### src/rtl/pkt_source_tx.sv
// pkt_source_tx
// Packet source for a router input port. Payload bytes are written into a
// 64x8 buffer while idle. A start request sends a header byte
// {byte_count, dest_addr}, then the buffered payload in write order, then an
// XOR parity byte (pkt_valid low). The router stalls transfers with busy.
//
// Ports:
//   clock          sole clock, rising edge
//   reset          asynchronous active-high reset
//   wr_en/wr_data  payload-buffer write strobe and byte
//   start          transmit request, dest_addr 0..2 legal
//   busy           router stall: presented byte not taken this edge
//   pkt_data       byte presented to the router
//   pkt_valid      1 for header/payload, 0 for parity
//   buf_count      bytes currently buffered; full when 63
//   tx_active      packet in progress (HEADER, PAYLOAD, PARITY)
//   done           one-cycle pulse after parity is accepted
//   err            one-cycle pulse on a rejected start or write
//
// Optional build macro PKT_TX_PARITY_INJ_EN adds input corrupt_parity,
// sampled with an accepted start; when set, parity bit 0 of that packet is
// inverted.
module pkt_source_tx (
  input  logic       clock,
  input  logic       reset,
  input  logic       wr_en,
  input  logic [7:0] wr_data,
  input  logic       start,
  input  logic [1:0] dest_addr,
  input  logic       busy,
`ifdef PKT_TX_PARITY_INJ_EN
  input  logic       corrupt_parity,
`endif
  output logic [7:0] pkt_data,
  output logic       pkt_valid,
  output logic [5:0] buf_count,
  output logic       full,
  output logic       tx_active,
  output logic       done,
  output logic       err
);

  localparam logic [2:0] ST_IDLE    = 3'd0;
  localparam logic [2:0] ST_HEADER  = 3'd1;
  localparam logic [2:0] ST_PAYLOAD = 3'd2;
  localparam logic [2:0] ST_PARITY  = 3'd3;
  localparam logic [2:0] ST_DONE    = 3'd4;

  // Running parity update: one byte folded into the accumulator.
  function automatic logic [7:0] par_fold(input logic [7:0] acc, input logic [7:0] b);
    return acc ^ b;
  endfunction

  logic [7:0] mem_q [64];

  logic [2:0] state_q, state_d;
  logic [5:0] count_q, count_d;
  logic [5:0] idx_q, idx_d;
  logic [7:0] par_q, par_d;
  logic [7:0] data_q, data_d;
  logic       valid_q, valid_d;
  logic       full_q, full_d;
  logic       active_q, active_d;
  logic       done_q, done_d;
  logic       err_q, err_d;
  logic       inj_q, inj_d;

  logic       wr_ok_s;
  logic [5:0] count_eff_s;
  logic [7:0] hdr_s;
  logic [7:0] mem_rd_s;

  // Next-state logic for the transmit FSM and buffer bookkeeping.
  always_comb begin
    state_d  = state_q;
    count_d  = count_q;
    idx_d    = idx_q;
    par_d    = par_q;
    data_d   = data_q;
    valid_d  = valid_q;
    full_d   = full_q;
    active_d = active_q;
    inj_d    = inj_q;
    done_d   = 1'b0;
    err_d    = 1'b0;
    mem_rd_s = mem_q[idx_q];

    // A write is taken only in IDLE with room left; the same-cycle count is
    // what a simultaneous start sees, so the new byte joins the packet.
    wr_ok_s     = (state_q == ST_IDLE) && wr_en && (count_q != 6'd63);
    count_eff_s = wr_ok_s ? (count_q + 6'd1) : count_q;
    hdr_s       = {count_eff_s, dest_addr};

    // Rejected writes: buffer full or a packet in flight. Writes during the
    // single DONE cycle are dropped silently.
    if (wr_en && (active_q || (count_q == 6'd63))) begin
      err_d = 1'b1;
    end else begin
      err_d = 1'b0;
    end

    case (state_q)
      ST_IDLE: begin
        count_d = count_eff_s;
        full_d  = (count_eff_s == 6'd63);
        if (start) begin
          if ((dest_addr != 2'd3) && (count_eff_s != 6'd0)) begin
            state_d  = ST_HEADER;
            data_d   = hdr_s;
            valid_d  = 1'b1;
            active_d = 1'b1;
            par_d    = hdr_s;
            idx_d    = 6'd0;
`ifdef PKT_TX_PARITY_INJ_EN
            inj_d    = corrupt_parity;
`else
            inj_d    = 1'b0;
`endif
          end else begin
            err_d = 1'b1;
          end
        end else begin
          state_d = ST_IDLE;
        end
      end
      ST_HEADER, ST_PAYLOAD: begin
        if (!busy) begin
          if (idx_q != count_q) begin
            state_d = ST_PAYLOAD;
            data_d  = mem_rd_s;
            par_d   = par_fold(par_q, mem_rd_s);
            idx_d   = idx_q + 6'd1;
          end else begin
            state_d = ST_PARITY;
            data_d  = par_q ^ {7'd0, inj_q};
            valid_d = 1'b0;
          end
        end else begin
          state_d = state_q;
        end
      end
      ST_PARITY: begin
        if (!busy) begin
          state_d  = ST_DONE;
          data_d   = 8'd0;
          valid_d  = 1'b0;
          active_d = 1'b0;
          done_d   = 1'b1;
          count_d  = 6'd0;
          full_d   = 1'b0;
        end else begin
          state_d = ST_PARITY;
        end
      end
      ST_DONE: begin
        state_d = ST_IDLE;
      end
      default: begin
        state_d  = ST_IDLE;
        data_d   = 8'd0;
        valid_d  = 1'b0;
        active_d = 1'b0;
      end
    endcase
  end

  // Control and output registers with asynchronous reset.
  always_ff @(posedge clock or posedge reset) begin
    if (reset) begin
      state_q  <= ST_IDLE;
      count_q  <= 6'd0;
      idx_q    <= 6'd0;
      par_q    <= 8'd0;
      data_q   <= 8'd0;
      valid_q  <= 1'b0;
      full_q   <= 1'b0;
      active_q <= 1'b0;
      done_q   <= 1'b0;
      err_q    <= 1'b0;
      inj_q    <= 1'b0;
    end else begin
      state_q  <= state_d;
      count_q  <= count_d;
      idx_q    <= idx_d;
      par_q    <= par_d;
      data_q   <= data_d;
      valid_q  <= valid_d;
      full_q   <= full_d;
      active_q <= active_d;
      done_q   <= done_d;
      err_q    <= err_d;
      inj_q    <= inj_d;
    end
  end

  // Payload RAM: no reset, contents are don't-care until rewritten.
  always_ff @(posedge clock) begin
    if (wr_ok_s) begin
      mem_q[count_q] <= wr_data;
    end
  end

  assign pkt_data  = data_q;
  assign pkt_valid = valid_q;
  assign buf_count = count_q;
  assign full      = full_q;
  assign tx_active = active_q;
  assign done      = done_q;
  assign err       = err_q;

endmodule

### config.mk
export PLATFORM = sky130hd
export DESIGN_NAME = pkt_source_tx
export DESIGN_NICKNAME = d
export VERILOG_FILES = /design/src/rtl/pkt_source_tx.sv
export SDC_FILE = /design/constraint.sdc
export NUM_CORES = 1
export LEC_CHECK = 0
export CORE_UTILIZATION = 45
export DETAILED_ROUTE_END_ITERATION = 6
export GPL_TIMING_DRIVEN = 0
export PLACE_DENSITY = 0.65
export SETUP_SLACK_MARGIN = 0.1
export SLEW_MARGIN = 5
export SYNTH_ARGS = -nofsm -noshare
export SYNTH_HDL_FRONTEND = slang
export SYNTH_SLANG_ARGS = --single-unit
### constraint.sdc
create_clock -name clock -period 3.67 [get_ports clock]
set_clock_uncertainty 0.2 [all_clocks]
set_input_delay 0.5505 -clock clock [delete_from_list [all_inputs] [get_ports clock]]
set_output_delay 0.5505 -clock clock [all_outputs]
set_load 0.03 [all_outputs]
==> results of run 1 <==
==> layer usage <==
layer / share of wire / wire [um]
met5: 0.00055 / 32
met2: 0.46 / 26820
met4: 0.034 / 1989
met3: 0.088 / 5076
met1: 0.41 / 24050
==> state kept, by name, indices dropped and copies added (netlist names) <==
name       count
mem_q        512
full           1
par_q          8
buf_count      6
pkt_data       8
idx_q          6
pkt_valid      1
tx_active      1
err            1
done           1
state_q        3
==> worst max-delay path, cell delays in order (launching register included) <==
cell	delay (ns)
dfrtp_1	0.42
ha_1	0.22
buf_2	0.18
nand3_1	0.12
nor2_1	0.07
nor2_1	0.27
clkbuf_1	0.57
nand3_2	0.65
nor2_2	0.62
==> synthesized netlist by cell type (all sizes together) (8+ instances only) <==
master   count
a2111oi     10
a211o        8
a211oi      11
a21oi       23
and2        12
buf         49
clkbuf      20
dfrtp       36
edfxtp     512
inv         11
mux2        24
mux2i       82
mux4        88
nand2       43
nand3       17
nor2        90
o21ai       34
o221ai      13
o22ai       31
xnor2       11
==> how the worst max path moves through the flow <==
| stage | from | to | slack [ns] | depth (start not counted) |
|---|---|---|---|---|
| 2_1_floorplan | buf_count[0]$_DFFE_PP0P_ | mem_q[54][0]$_DFFE_PP_ | 0.84 | 8 |
| 3_3_place_gp | wr_en | mem_q[5][5]$_DFFE_PP_ | -0.26 | 6 |
| 3_5_place_dp | wr_en | mem_q[30][7]$_DFFE_PP_ | -0.22 | 6 |
| 4_1_cts | buf_count[0]$_DFFE_PP0P_ | mem_q[46][6]$_DFFE_PP_ | -0.05 | 8 |
| 5_1_grt | buf_count[0]$_DFFE_PP0P_ | mem_q[21][1]$_DFFE_PP_ | -0.14 | 8 |
| 6_report | buf_count[0]$_DFFE_PP0P_ | mem_q[21][6]$_DFFE_PP_ | -0.01 | 8 |
==> power breakdown <==
part / leakage [nW] / switching (mW) / internal, mW / total, mW
Combinational: 2.08 / 2.80 / 1.81 / 4.61
Clock: 0.849 / 2.35 / 3.08 / 5.43
Sequential: 5.06 / 0.104 / 7.03 / 7.14
Total: 7.99 / 5.26 / 11.9 / 17.2
==> metrics by stage <==
step,cells,hold slack [ns],instance area (um^2)
after global placement,1903,0.2705,23320
after CTS,2011,0.1671,25220
after global routing,2011,0.1951,25480
final,2012,0.1788,25490
after floorplan,1214,0.2741,22170
after detailed placement,1912,0.2830,23460
==> cell usage in the layout, fill, tap and decap left out, types with 12 or more instances in the layout <==
master | synthesis | routed
o21ai_0 | 30 | 30
nor2_4 | 0 | 26
mux2_2 | 24 | 24
nand3_1 | 17 | 13
clkbuf_16 | 0 | 54
mux2i_1 | 82 | 82
buf_2 | 22 | 25
clkinv_2 | 0 | 12
buf_6 | 10 | 12
nor2_1 | 89 | 59
clkbuf_1 | 20 | 27
and2_1 | 12 | 12
dfrtp_1 | 36 | 36
nand2_1 | 43 | 43
clkdlybuf4s50_1 | 0 | 25
a21oi_1 | 21 | 20
o22ai_1 | 31 | 31
o221ai_1 | 12 | 12
buf_4 | 14 | 14
mux4_2 | 81 | 81
edfxtp_1 | 512 | 512
==> area by class of cell <==
cell class	count	area (um^2)	area share
Inverter	13	48.80	0.001915
Antenna cell	1	2.502	0.00009818
Clock buffer	67	1450	0.05690
Multi-Input combinational cell	584	5705	0.2239
Buffer	69	442.9	0.01738
Sequential cell	548	16280	0.6386
Timing Repair Buffer	43	469.2	0.01841
Tap cell	656	820.8	0.03220
Clock inverter	31	271.5	0.01065
==> cell families (layout without fill, tap and decap cells) <==
logic type                 count (synthesis)  count (layout)
AOI/OAI and AO/OA                        174             174
xor gates and xnor gates                  12              12
adders and majority gates                  2               2
buffers and inverters                     82             223
DFF                                      548             548
muxes                                    194             194
other                                      0               1
and+or+nand+nor                          202             202
==> what timing repair did <==
item | 4_1_cts | 5_1_grt
setup buffers | 1 | 0
pin swaps | 1 | 1
resized for setup | 11 | 69
endpoints found under the setup margin | 229 | 249
==> run metrics, run 1 <==
Post-Synthesis Cells=approximately 1200; status=finished, violations left; met1 Use GR=0.3315; Yosys cell types=67; Final #Nets=approximately 1300; GRT Util Overall=0.2352; routed len/inst=between 20 and 30 um; worst path required time=about 3.7 ns; DRC=0; CP Data Arrival Time=roughly 3.7 ns; fin util=0.5294; DRT antenna net count=0; Final min period=about 3.7 ns; Post-Synth XOR/XNOR Area=0.004740; Synth Area in Adders=0.001129; WL final=57.96 mm; layout filler cell count=3800; hpwl dp=38.36 mm; DRT Pass-1 Iters=5; Max Cap Viol=0; setup TNS=-0.08215 ns; global-route wire length before repair=around 83 mm; vias in the first global route=11950; main combinational cell family by area after synthesis=multiplexers; Hold Crit Depth=1; clock slew at reported path FFs=0.06 ns; total power=around 17 mW; Congestion Overflow GR=0; met3 usage=0.05010; Post-CTS Hold Fix Bufs=0; FMAX=271.7 MHz; hold path startpoint=wr_data[7]; Worst setup SP type=flip-flop; H-tree levels=2; met2 global-route usage=0.3601; Die H=~220 um; Via Count=12300; leakage=about 8 nW; Hold EP=mem_q[15][7]$_DFFE_PP_; syn_area_per_cell=about 18 um^2; CP endpoint kind=flip-flop; PortBufs=33; clock root buffer=clkbuf_16; area leader, netlist=edfxtp_1; IO Pins=34; max-slew violations=0; cell row count=80; CP Class=flip-flop to flip-flop; Synthesis Warnings=0; share of layout cells above drive strength 1=0.2273; largest net degree at the start of global routing=just under 50; r2r setup slk=-0.01 ns; Via density=approximately 6; most used routing layer in global routing=met2; final setup vio count=15; maximum vdd ir drop=between 300 and 400 uV; Syn Nets=1231; R2R depth=8; sequential fraction of the synthesis area=0.7340; reg2reg start=buf_count[0]$_DFFE_PP0P_; die area=50170 um^2; RSZ-0062 raised after global routing=yes; Hold Crit Class=input port to flip-flop; EDFF count, synth=between 500 and 600; Async SR Flop Fraction=0.06569; Die Wd=around 220 um; violated checks=setup timing; top cell type's share of synthesized area=0.6934; post-place setup slack=-0.2245 ns; core area=between 40000 and 50000 um^2; pwr dens=674.1 nW/um^2; Reg-to-Reg End=mem_q[21][6]$_DFFE_PP_; area grow syn2layout=14.94%; Primary FF master, synth=edfxtp_1; Post-Synth Simple-Gate Area=0.04328; ranking of synthesized cells by area=edfxtp_1 (69%), mux4_2 (8.2%), dfrtp_1 (4.1%); initial antenna violation count=2; Worst-Margin Slew=between 0.9 and 1 ns; clk buf depth=3; CTS sink count=about 550; post-synthesis mux area share=0.1398; Final period util=1.003; Fin. Hold Viols=0; CTS tree=yes; initial DRC count=between 1000 and 1500; post-synthesis compound-gate area fraction=0.05569; cell area after synthesis=22170 um^2; #FFs+latches synth=roughly 550; crit-path max FO=10; CTS Buf Count=54; worst-skew pair later-pin latency=between 0.6 and 0.7 ns; Initial Utilization=0.4606; slack of the critical path=-0.01062 ns; normalized max-slew margin=0.3450; Routability Congestion=approximately 0.9
(Power assumes the default switching activity.)
==> run 2: changes to the inputs <==
--- a/constraint.sdc
+++ b/constraint.sdc
@@ -3,3 +3,3 @@
 set_input_delay 0.5505 -clock clock [delete_from_list [all_inputs] [get_ports clock]]
 set_output_delay 0.5505 -clock clock [all_outputs]
-set_load 0.03 [all_outputs]
+set_load 0.01 [all_outputs]
==> results of run 2 <==
Same layout as run 1 (identical final DEF). Status: finished, violations left: setup timing.
Among the figures that moved: total power 17.18 mW -> 17.07 mW
